--- src/rtl/async_flit_receiver.sv ---
// ---------------------------------------------------------------------------
// async_flit_receiver
//
// Clocked endpoint for a 2-phase bundled-data link (req toggle / ack toggle).
// Each req_i transition carries one flit ({tail_i, data_i}).
//
// Flow:
//   - The request phase is synchronised.
//   - The bundled flit is captured into a small FIFO, and ack_o toggles.
//   - Flits are presented on a valid/ready stream.
//   - Packet boundaries are tracked, and completed packets are counted.
//
// Ports:
//   clk              system clock
//   reset            synchronous, active-high reset
//   req_i            2-phase request, asynchronous to clk
//   data_i, tail_i   bundled flit payload and tail flag
//   ack_o            2-phase acknowledge, one toggle per captured flit
//   flit_data_o      FIFO head payload
//   flit_tail_o      FIFO head tail flag
//   flit_valid_o     FIFO non-empty
//   flit_ready_i     consumer accepts the head
//   packet_active_o  a packet is open (started, tail not yet captured)
//   packet_count_o   completed packets captured, wraps at 16 bits
// ---------------------------------------------------------------------------
module async_flit_receiver #(
   parameter int DATA_WIDTH  = 32,
   parameter int FIFO_DEPTH  = 4,
   parameter int SYNC_STAGES = 2
) (
   input  logic                  clk,
   input  logic                  reset,
   input  logic                  req_i,
   input  logic [DATA_WIDTH-1:0] data_i,
   input  logic                  tail_i,
   output logic                  ack_o,
   output logic [DATA_WIDTH-1:0] flit_data_o,
   output logic                  flit_tail_o,
   output logic                  flit_valid_o,
   input  logic                  flit_ready_i,
   output logic                  packet_active_o,
   output logic [15:0]           packet_count_o
);

   localparam int PTR_W = $clog2(FIFO_DEPTH);
   localparam int CNT_W = PTR_W + 1;

   typedef enum logic {
      IDLE   = 1'b0,
      IN_PKT = 1'b1
   } state_t;

   logic [SYNC_STAGES-1:0] req_sync;
   logic                   req_s;
   logic                   pending;
   logic                   full;
   logic                   push;
   logic                   pop;

   logic [DATA_WIDTH:0]    mem [FIFO_DEPTH];
   logic [DATA_WIDTH:0]    head_hold;
   logic [PTR_W-1:0]       wr_ptr;
   logic [PTR_W-1:0]       rd_ptr;
   logic [CNT_W-1:0]       count;

   state_t                 state;
   logic [15:0]            pkt_cnt;

   // ---- stage: req_i synchroniser (the only consumer of req_i) ----
   always_ff @(posedge clk) begin
      if (reset) begin
         req_sync <= '0;
      end else begin
         req_sync <= {req_sync[SYNC_STAGES-2:0], req_i};
      end
   end

   assign req_s = req_sync[SYNC_STAGES-1];

   // ---- stage: capture / handshake ----
   // A phase difference between req_s and ack_o means one flit is waiting.
   // The full check uses the pre-edge count. A pop on a full edge therefore
   // delays the push by one cycle.
   assign pending = req_s ^ ack_o;
   assign full    = (count == CNT_W'(FIFO_DEPTH));
   assign push    = pending & ~full;
   assign pop     = flit_valid_o & flit_ready_i;

   // Payload storage carries no reset. Only the occupancy tracking does.
   always_ff @(posedge clk) begin
      if (push) begin
         mem[wr_ptr] <= {tail_i, data_i};
      end
   end

   always_ff @(posedge clk) begin
      if (reset) begin
         ack_o     <= 1'b0;
         wr_ptr    <= '0;
         rd_ptr    <= '0;
         count     <= '0;
         head_hold <= '0;
      end else begin
         if (push) begin
            ack_o  <= ~ack_o;
            wr_ptr <= wr_ptr + PTR_W'(1);
         end
         if (pop) begin
            rd_ptr    <= rd_ptr + PTR_W'(1);
            // Keep the outgoing head so the outputs hold it once empty.
            head_hold <= mem[rd_ptr];
         end
         count <= count + CNT_W'(push) - CNT_W'(pop);
      end
   end

   // ---- stage: output stream ----
   assign flit_valid_o = (count != '0);
   assign {flit_tail_o, flit_data_o} = flit_valid_o ? mem[rd_ptr] : head_hold;

   // ---- stage: packet tracking (advances on capture only) ----
   always_ff @(posedge clk) begin
      if (reset) begin
         state   <= IDLE;
         pkt_cnt <= '0;
      end else if (push) begin
         case (state)
            IDLE: begin
               if (tail_i) begin
                  pkt_cnt <= pkt_cnt + 16'd1;
               end else begin
                  state <= IN_PKT;
               end
            end
            IN_PKT: begin
               if (tail_i) begin
                  state   <= IDLE;
                  pkt_cnt <= pkt_cnt + 16'd1;
               end
            end
            default: state <= IDLE;
         endcase
      end
   end

   assign packet_active_o = (state == IN_PKT);
   assign packet_count_o  = pkt_cnt;

endmodule

--- config.mk ---
export PLATFORM = sky130hd
export DESIGN_NAME = async_flit_receiver
export DESIGN_NICKNAME = d
export VERILOG_FILES = /design/src/rtl/async_flit_receiver.sv
export SDC_FILE = /design/constraint.sdc
export NUM_CORES = 1
export LEC_CHECK = 0
export CAP_MARGIN = 20
export CORE_MARGIN = 2
export CORE_UTILIZATION = 41
export DETAILED_ROUTE_END_ITERATION = 6
export MAX_ROUTING_LAYER = met4
export RECOVER_POWER = 100
export SETUP_SLACK_MARGIN = 0.02
export SLEW_MARGIN = 10
export SYNTH_ARGS = -nofsm -noshare
export SYNTH_HDL_FRONTEND = slang
export SYNTH_SLANG_ARGS = --single-unit
--- constraint.sdc ---
create_clock -name clk -period 6.98 [get_ports clk]
set_input_delay 2.094 -clock clk [delete_from_list [all_inputs] [get_ports clk]]
set_output_delay 2.094 -clock clk [all_outputs]
set_load 0.005 [all_outputs]
After elaboration in Yosys (flattened, before gate mapping). Memory sizes are Yosys's and may differ from the RTL's. A register that Yosys moved wholly into a read port is not among the register bits. Index checks and enable logic that the tools add are counted.

Flip-flop bits (word level): 60. Bits in writable memories: 132. Input port bits: 37. Output and inout bits: 52. Logic and storage cells: 29. Memories kept: 1.

Add/subtract/negate cells: 5. Eq/ne operators: 1. Multiplexer cells: 7. Bitwise operators: 5. Reductions and logical operators: 2.

Memory list: mem (words 4, bits a word 33, read ports 1, clocked after memory_dff 1, write ports 1, RTL line 60) `logic [DATA_WIDTH:0] mem [FIFO_DEPTH];`.

Operators by type and width (number): 33-bit two-way mux (1); 16-bit by 1-bit adder with 16-bit output (second input constant) (1); 16-bit two-way mux (1); 2-bit by 1-bit adder with 2-bit output (second input constant) (2); 2-bit two-way mux (2); 3-bit by 1-bit adder with 3-bit output (1); 3-bit == test (second input constant) (1); 1-bit two-way mux (3); 3-bit nonzero test (1); 3-bit by 1-bit subtractor with 3-bit output (1); 1-bit bitwise AND (2); 1-bit NOT (2); 2-bit AND reduction (1); 1-bit bitwise XOR (1).

Depth between registers and ports, before layout. Gate-level depths: netlist of the first run.

Word-level depth: 5. Depth in mapped cells: 13. Depth with buffers taken out: 11.

Worst setup path before layout of the first run. OpenSTA, ideal clock, no wires.

Path type: input-to-reg. From: input flit_ready_i. To: register count[2]. Arrival: 3802 ps. Setup slack: 3050 ps. Stages: 11. Buffers on the path: 1. Cells stage by stage: nand2_1 inv_2 buf_1 ha_1 inv_1 ha_1 inv_1 fa_1 xor2_1 xnor2_1 nor2_1.

Cells in the longest elaborated chain, start to end: 2.

RTL lines: start, declared (RTL line 40) `input logic flit_ready_i,`; 1-bit bitwise AND (RTL line 87) `assign pop = flit_valid_o & flit_ready_i;`; net pop (RTL line 58) `logic pop;`; 3-bit by 1-bit subtractor with 3-bit output (RTL line 113) `count <= count + CNT_W'(push) - CNT_W'(pop);`; end signal, assigned (RTL line 113); end, declared (RTL line 64) `logic [CNT_W-1:0] count;`.

The timed path passes the listed nets, and every way through them passes these cells. A chain may end at the register's enable or synchronous reset.

Final worst setup path of the first run.
From: register count[1]. To: register count[2].

Cells in the longest elaborated chain, start to end: 5.

RTL lines: 3-bit == test (RTL line 85) `assign full = (count == CNT_W'(FIFO_DEPTH));`; 1-bit NOT (RTL line 86) `assign push = pending & ~full;`; 1-bit bitwise AND (RTL line 86); 3-bit by 1-bit adder with 3-bit output (RTL line 113); 3-bit by 1-bit subtractor with 3-bit output * (RTL line 113).

Every way passes the cells marked *; elsewhere a longest branch is shown, timed or not.

==> results of run 1 <==
[sequential cells by signal, indices dropped and copies added, names as in the netlist, named ones only]
signal           cells
head_hold           33
req_sync             2
mem                132
packet_count_o      16
packet_active_o      1
rd_ptr               2
wr_ptr               2
count                3
ack_o                1
[critical path: cells and delay by family, from the launching register on]
| kind | cells | cell delay, ns |
|---|---|---|
| and+or+nand+nor | 3 | 2.28 |
| buffers and inverters | 3 | 1.37 |
| adders and majority gates | 3 | 0.93 |
| DFF | 1 | 0.43 |
| xor gates and xnor gates | 2 | 0.30 |
[path summary, 6_finish.rpt]
kind	to	slack [ns]	cells past startpoint	start
worst max-delay path	count[2]	1.43	11	count[1]
worst min-delay path	head_hold[31]	0.45	2	head_hold[31]
worst max register to register	count[2]	1.43	11	count[1]
worst min register to register	head_hold[31]	0.45	2	head_hold[31]
[layout make-up]
class	count	area share, %
inverter	8	0.3253
timing repair buffer	90	9.610
clock buffer	17	4.608
multi-input combinational	270	23.98
clock inverter	15	1.965
sequential	194	56.41
tap	229	3.104
[per-layer routing]
metal | track usage (%) | up-vias
met1 | 19.47 | 2185
met4 | 5.684 | 0
met5 | - | -
met3 | 3.111 | 14
li1 | - | 2040
met2 | 28.29 | 73
[Yosys cell counts]
master | count | area share (%)
or3b_2 | 1 | 0.12
buf_1 | 3 | 0.15
clkbuf_1 | 19 | 0.94
xor2_1 | 6 | 0.69
nor2b_1 | 3 | 0.25
nor3_1 | 1 | 0.066
nor2_1 | 13 | 0.64
or4_1 | 7 | 0.69
o21ai_0 | 5 | 0.33
and3_1 | 4 | 0.33
mux4_2 | 33 | 9.8
edfxtp_1 | 132 | 52
or2_1 | 1 | 0.083
nor3b_1 | 1 | 0.099
dfxtp_1 | 62 | 16
fa_1 | 1 | 0.26
or3_1 | 5 | 0.41
buf_6 | 2 | 0.30
xnor2_1 | 6 | 0.69
buf_2 | 5 | 0.33
inv_2 | 1 | 0.049
and4_1 | 1 | 0.12
nand2_1 | 75 | 3.7
a21oi_1 | 46 | 3.0
ha_1 | 7 | 1.2
and2_1 | 1 | 0.083
mux2_2 | 33 | 4.9
inv_1 | 7 | 0.35
nor4_1 | 1 | 0.083
nand4_1 | 7 | 0.58
o31ai_1 | 7 | 0.69
nand3_1 | 5 | 0.33
[logic make-up after synthesis]
logic type               after synthesis  share of synthesized area, %
XOR/XNOR                              12                         1.387
adder cells (fa/ha/maj)                8                         1.420
AND/OR/NAND/NOR                      126                         7.597
AO/OA/AOI/OAI                         58                         4.063
flip-flops                           194                         68.70
multiplexers                          66                         14.72
buffers and inverters                 37                         2.114
[through the flow]
stage / cell area [um^2] / hold slack, ns / power (uW) / setup slack (ns)
2_1_floorplan: 7576 / 0.4138 / 1969 / 3.050
6_report: 9231 / 0.4525 / 3309 / 1.425
3_3_place_gp: 8635 / 0.4387 / 2396 / 1.719
4_1_cts: 9241 / 0.4551 / 3400 / 1.874
5_1_grt: 9231 / 0.4694 / 3477 / 0.9093
3_5_place_dp: 8635 / 0.4459 / 2406 / 1.661
[power breakdown]
group / switching, uW / total, uW / internal (uW)
Combinational: 409 / 924 / 516
Sequential: 69.4 / 1390 / 1320
Clock: 426 / 993 / 567
==> flow_summary.yaml, run 1 <==
outcome:
  status: "finished, violations left"
  violations: "capacitance limit, slew limit"
final_layout:
  diodes: 0
  nFillCells: 1534
  area_delta_synth_final_pct: 21.85
  seqCellArea_um2: 5207
  post-route-util_pct: 51.21
  layout_common_cells: "edfxtp_1, nand2_1, dlygate4sd3_1"
  final_nets: 626
  multi_input_area_um2: 2213
  layout_commonest_cell: "edfxtp_1"
  drive_above_1_share_pct: 15.82
  fin_cells: 823
drt:
  wl_met1_mm: 6.308
  antenna_left: 0
  drtIter0Drc: 272
  post_drt_wl_per_cell_um: 17.92
  highest_layer: "met4"
  route.met2.wl_mm: 7.861
  routed_wirelength_mm: 14.75
  dr_wl_met3_um: 400
  via_per_inst: 5.239
  drc: 0
  dr.pass1.iters: 4
  via_count: 4312
global_route:
  grt_antenna_before_repair: 0
  gr-usage-all-layers_pct: 16.43
  grt_pass1_wl_mm: 23.65
  grt-ovfl-total: 0
  grt_start_max_net_pins: 62
  grt_pass1_vias: 4440
worst_setup_path:
  start_kind: "flip-flop"
  crit_type: "reg2reg"
  crit_required_ns: 7.17
  critPathMaxStageDelay_ns: 1.36
  worstPathArrival_ns: 5.75
  worst-path-max-fanout: 36
  crit_chain: "or3_1 -> nand2_2 -> inv_1 -> ha_1 -> inv_1 -> ha_1 -> inv_1 -> fa_1 -> xor2_1 -> xnor2_1 -> nor2_1"
  critPathMostFrequentCell: "inv_1"
  end_kind: "flip-flop"
  critPathSlowestCell: "or3_1"
floorplanning:
  core_um2: 18020
  rows: 49
  start_util_pct: 42.03
  die_w_um: 139.9
  dieHeight_um: 139.9
  die_area_um2: 19580
  io-pin-count: 89
synth:
  netlist_area_um2: 7576
  synth_seq_cells: 194
  ys_types: 32
  synth_area_per_cell_um2: 15.12
  ys_warn_count: 0
  yosysSeqAreaShare_pct: 68.70
  syn-num-nets: 546
  syn-instance-count: 501
clock_tree:
  cts_tree: "built"
  clockBufferDepth: 2
  clock-root-buffer: "clkbuf_16"
  cts_setup_buffers: 0
  cts_hold_buf: 0
  cts.sinks: 194
  h-tree-depth: 4
  clkLatencyLatePin_ns: 0.43
  numCtsBuffers: 17
  cts_resized: 0
  clk_pin_slew_ns: 0.07
placed_design:
  io_buffers: 88
  gp_routability_congestion: 0.6974
  dp_hpwl_mm: 8.568
  placedCellCount: 791
sta:
  max_freq_mhz: 180.0
  finalCriticalPeriod_ns: 5.555
  setup_tns_ns: 0
  slew_headroom_pct: -96.02
  min_period_over_period_pct: 79.58
  rsz0062_at_grt: "no"
  fin_skew_ns: 0.008645
  hold_viol_final: 0
  setup_viol: 0
  finalMaxSlewViolations: 234
  worst_pin_slew_ns: 2.940
pwr:
  leakage_uw: 0.003113
  power_density_nw_per_um2: 358.5
  ir_drop_mv: 0.1929
run:
  drv_cap: 6
worst_hold_path:
  hold_class: "reg2reg"
Power figures use the tool's default switching activity.
==> run 2: changes to the inputs <==
==> constraint.sdc (replaced) <==
create_clock -name clk -period 4.9 [get_ports clk]
set_input_delay 1.47 -clock clk [delete_from_list [all_inputs] [get_ports clk]]
set_output_delay 1.47 -clock clk [all_outputs]
set_load 0.005 [all_outputs]
==> run 2 against run 1 <==
  * The run still ends with capacitance limit, slew limit left
  * Clock power up 42%
  * Combinational power up 45%
  * Clock-buffer cell count up 3
  * Critical path type is now reg2out
  * Design area up 0.15%
  * Critical path depth down 7
  * Setup slack worse by 0.96 ns
  * Die area unchanged
  * Clock skew up 0.0022 ns
  * Power up 43%
  * First-iteration DRC count down 11%
==> flow_summary.yaml, run 2 (synthesis results as in run 1) <==
placed_design:
  dp_hpwl_mm: 8.900
  gp_routability_congestion: 0.7115
  placedCellCount: 794
  pre_cts_ws_ns: 1.020
  io_buffers: 88
floorplanning:
  core_um2: 18020
  rows: 49
  dieHeight_um: 139.9
  die_area_um2: 19580
  io-pin-count: 89
  die_w_um: 139.9
  start_util_pct: 42.03
final_layout:
  drive_above_1_share_pct: 17.42
  largest_reg_flops: 132
  seqCellArea_um2: 5207
  final_nets: 629
  fin_cells: 826
  area_delta_synth_final_pct: 22.03
  diodes: 0
  layout_commonest_cell: "edfxtp_1"
  multi_input_area_um2: 2215
  nFillCells: 1501
  post-route-util_pct: 51.29
  top_register: "mem"
  layout_common_cells: "edfxtp_1, nand2_1, dlygate4sd3_1"
clock_tree:
  clockBufferDepth: 2
  cts_tree: "built"
  cts.sinks: 194
  numCtsBuffers: 17
  h-tree-depth: 4
  cts_setup_buffers: 0
  clk_pin_slew_ns: 0.06
  cts_resized: 0
  cts_hold_buf: 0
  clkLatencyLatePin_ns: 0.43
  clock-root-buffer: "clkbuf_16"
drt:
  post_drt_wl_per_cell_um: 18.30
  dr.pass1.iters: 6
  drc: 0
  antenna_left: 0
  via_per_inst: 5.268
  via_count: 4351
  routed_wirelength_mm: 15.11
  drtIter0Drc: 243
global_route:
  gr-usage-met1_pct: 20.52
  gr-usage-all-layers_pct: 16.51
  grt_pass1_wl_mm: 23.83
  grt_antenna_before_repair: 0
  use_met3_pct: 2.735
  grt_pass1_vias: 4379
  gr-max-usage-layer: "met2"
  grtUsageMet2_pct: 27.60
  grt_start_max_net_pins: 42
  grt-ovfl-total: 0
worst_setup_path:
  crit_chain: "clkbuf_2 -> mux4_2 -> mux2_2 -> dlygate4sd3_1"
  worstPathArrival_ns: 2.97
  crit_required_ns: 3.43
  crit_type: "reg2out"
  end_kind: "primary output"
  critPathSlowestCell: "dfxtp_2"
  critPathMaxStageDelay_ns: 0.67
  cp_top_family: "buffers and inverters"
  start_kind: "flip-flop"
  critPathBufInv: 2
  worst-path-max-fanout: 15
sta:
  rsz0062_at_grt: "no"
  finalMaxSlewViolations: 178
  setup_viol: 0
  max_freq_mhz: 225.3
  layout_setup_ws_ns: 0.4607
  hold_viol_final: 0
  setup_tns_ns: 0
  finalCriticalPeriod_ns: 4.439
  worst_pin_slew_ns: 2.071
  slew_headroom_pct: -38.03
  fin_skew_ns: 0.01089
  min_period_over_period_pct: 90.60
pwr:
  power_switching_share_pct: 27.05
  p_clk_share_pct: 29.7
  p_comb_share_pct: 28.3
  leakage_uw: 0.003099
  ir_drop_mv: 0.3174
  internal_power_uw: 3457
  p_sw_uw: 1282
  total_power_uw: 4738
  power_density_nw_per_um2: 512.5
  pwr-share-seq_pct: 42.0
run:
  drv_cap: 5
outcome:
  status: "finished, violations left"
  violations: "capacitance limit, slew limit"
worst_hold_path:
  hold_class: "reg2reg"
## run 2: path summary, 6_finish.rpt
path	slack [ns]	cells after the start	from	to
min	0.45	1	req_sync[0]	req_sync[1]
min reg2reg	0.45	1	req_sync[0]	req_sync[1]
max reg2reg	1.91	11	count[1]	count[2]
max	0.46	4	flip-flop	flit_data_o[22]
## run 2: final cells by class
type	count	area share [%]
timing repair buffer	93	9.771
tap	229	3.099
sequential	194	56.33
multi-input combinational	270	23.95
clock buffer	20	4.832
clock inverter	12	1.692
inverter	8	0.3248
## run 2: worst register-to-register path, delay by kind of cell (launching register included)
family	cells	cell delay, ns
buffers and inverters	3	0.16
DFF	1	0.37
and+or+nand+nor	3	1.22
xor gates and xnor gates	2	0.31
adders and majority gates	3	0.78
## run 2: metal layers
layer / vias to the layer above / wire length, um
li1: 2042 / -
met1: 2196 / 6582
met2: 100 / 7905
met3: 13 / 418
met4: 0 / 205
met5: - / 0
## run 2: power groups by stage
stage | logic (uW) | registers (uW) | clock network [uW]
after global routing | 1460 | 2010 | 1500
after floorplan | 846 | 1960 | 0
after global placement | 1410 | 2020 | 0
after CTS | 1440 | 1990 | 1430
after detailed placement | 1430 | 2030 | 0
final | 1340 | 1990 | 1410
## run 2: through the flow
| stage | hold slack, ns | cell area, um^2 |
|---|---|---|
| 6_report | 0.4493 | 9245 |
| 5_1_grt | 0.4685 | 9245 |
| 4_1_cts | 0.4541 | 9260 |
| 3_5_place_dp | 0.4395 | 8657 |
| 3_3_place_gp | 0.4367 | 8657 |
| 2_1_floorplan | 0.4138 | 7576 |
==> run 3: changes to the inputs <==
--- a/config.mk
+++ b/config.mk
@@ -12,6 +12,7 @@
 export MAX_ROUTING_LAYER = met4
 export RECOVER_POWER = 100
 export SETUP_SLACK_MARGIN = 0.02
+export SKIP_CTS_REPAIR_TIMING = 1
 export SLEW_MARGIN = 10
 export SYNTH_ARGS = -nofsm -noshare
 export SYNTH_HDL_FRONTEND = slang
==> results of run 3 <==
Final layout, timing and power as in run 2 (identical DEF).
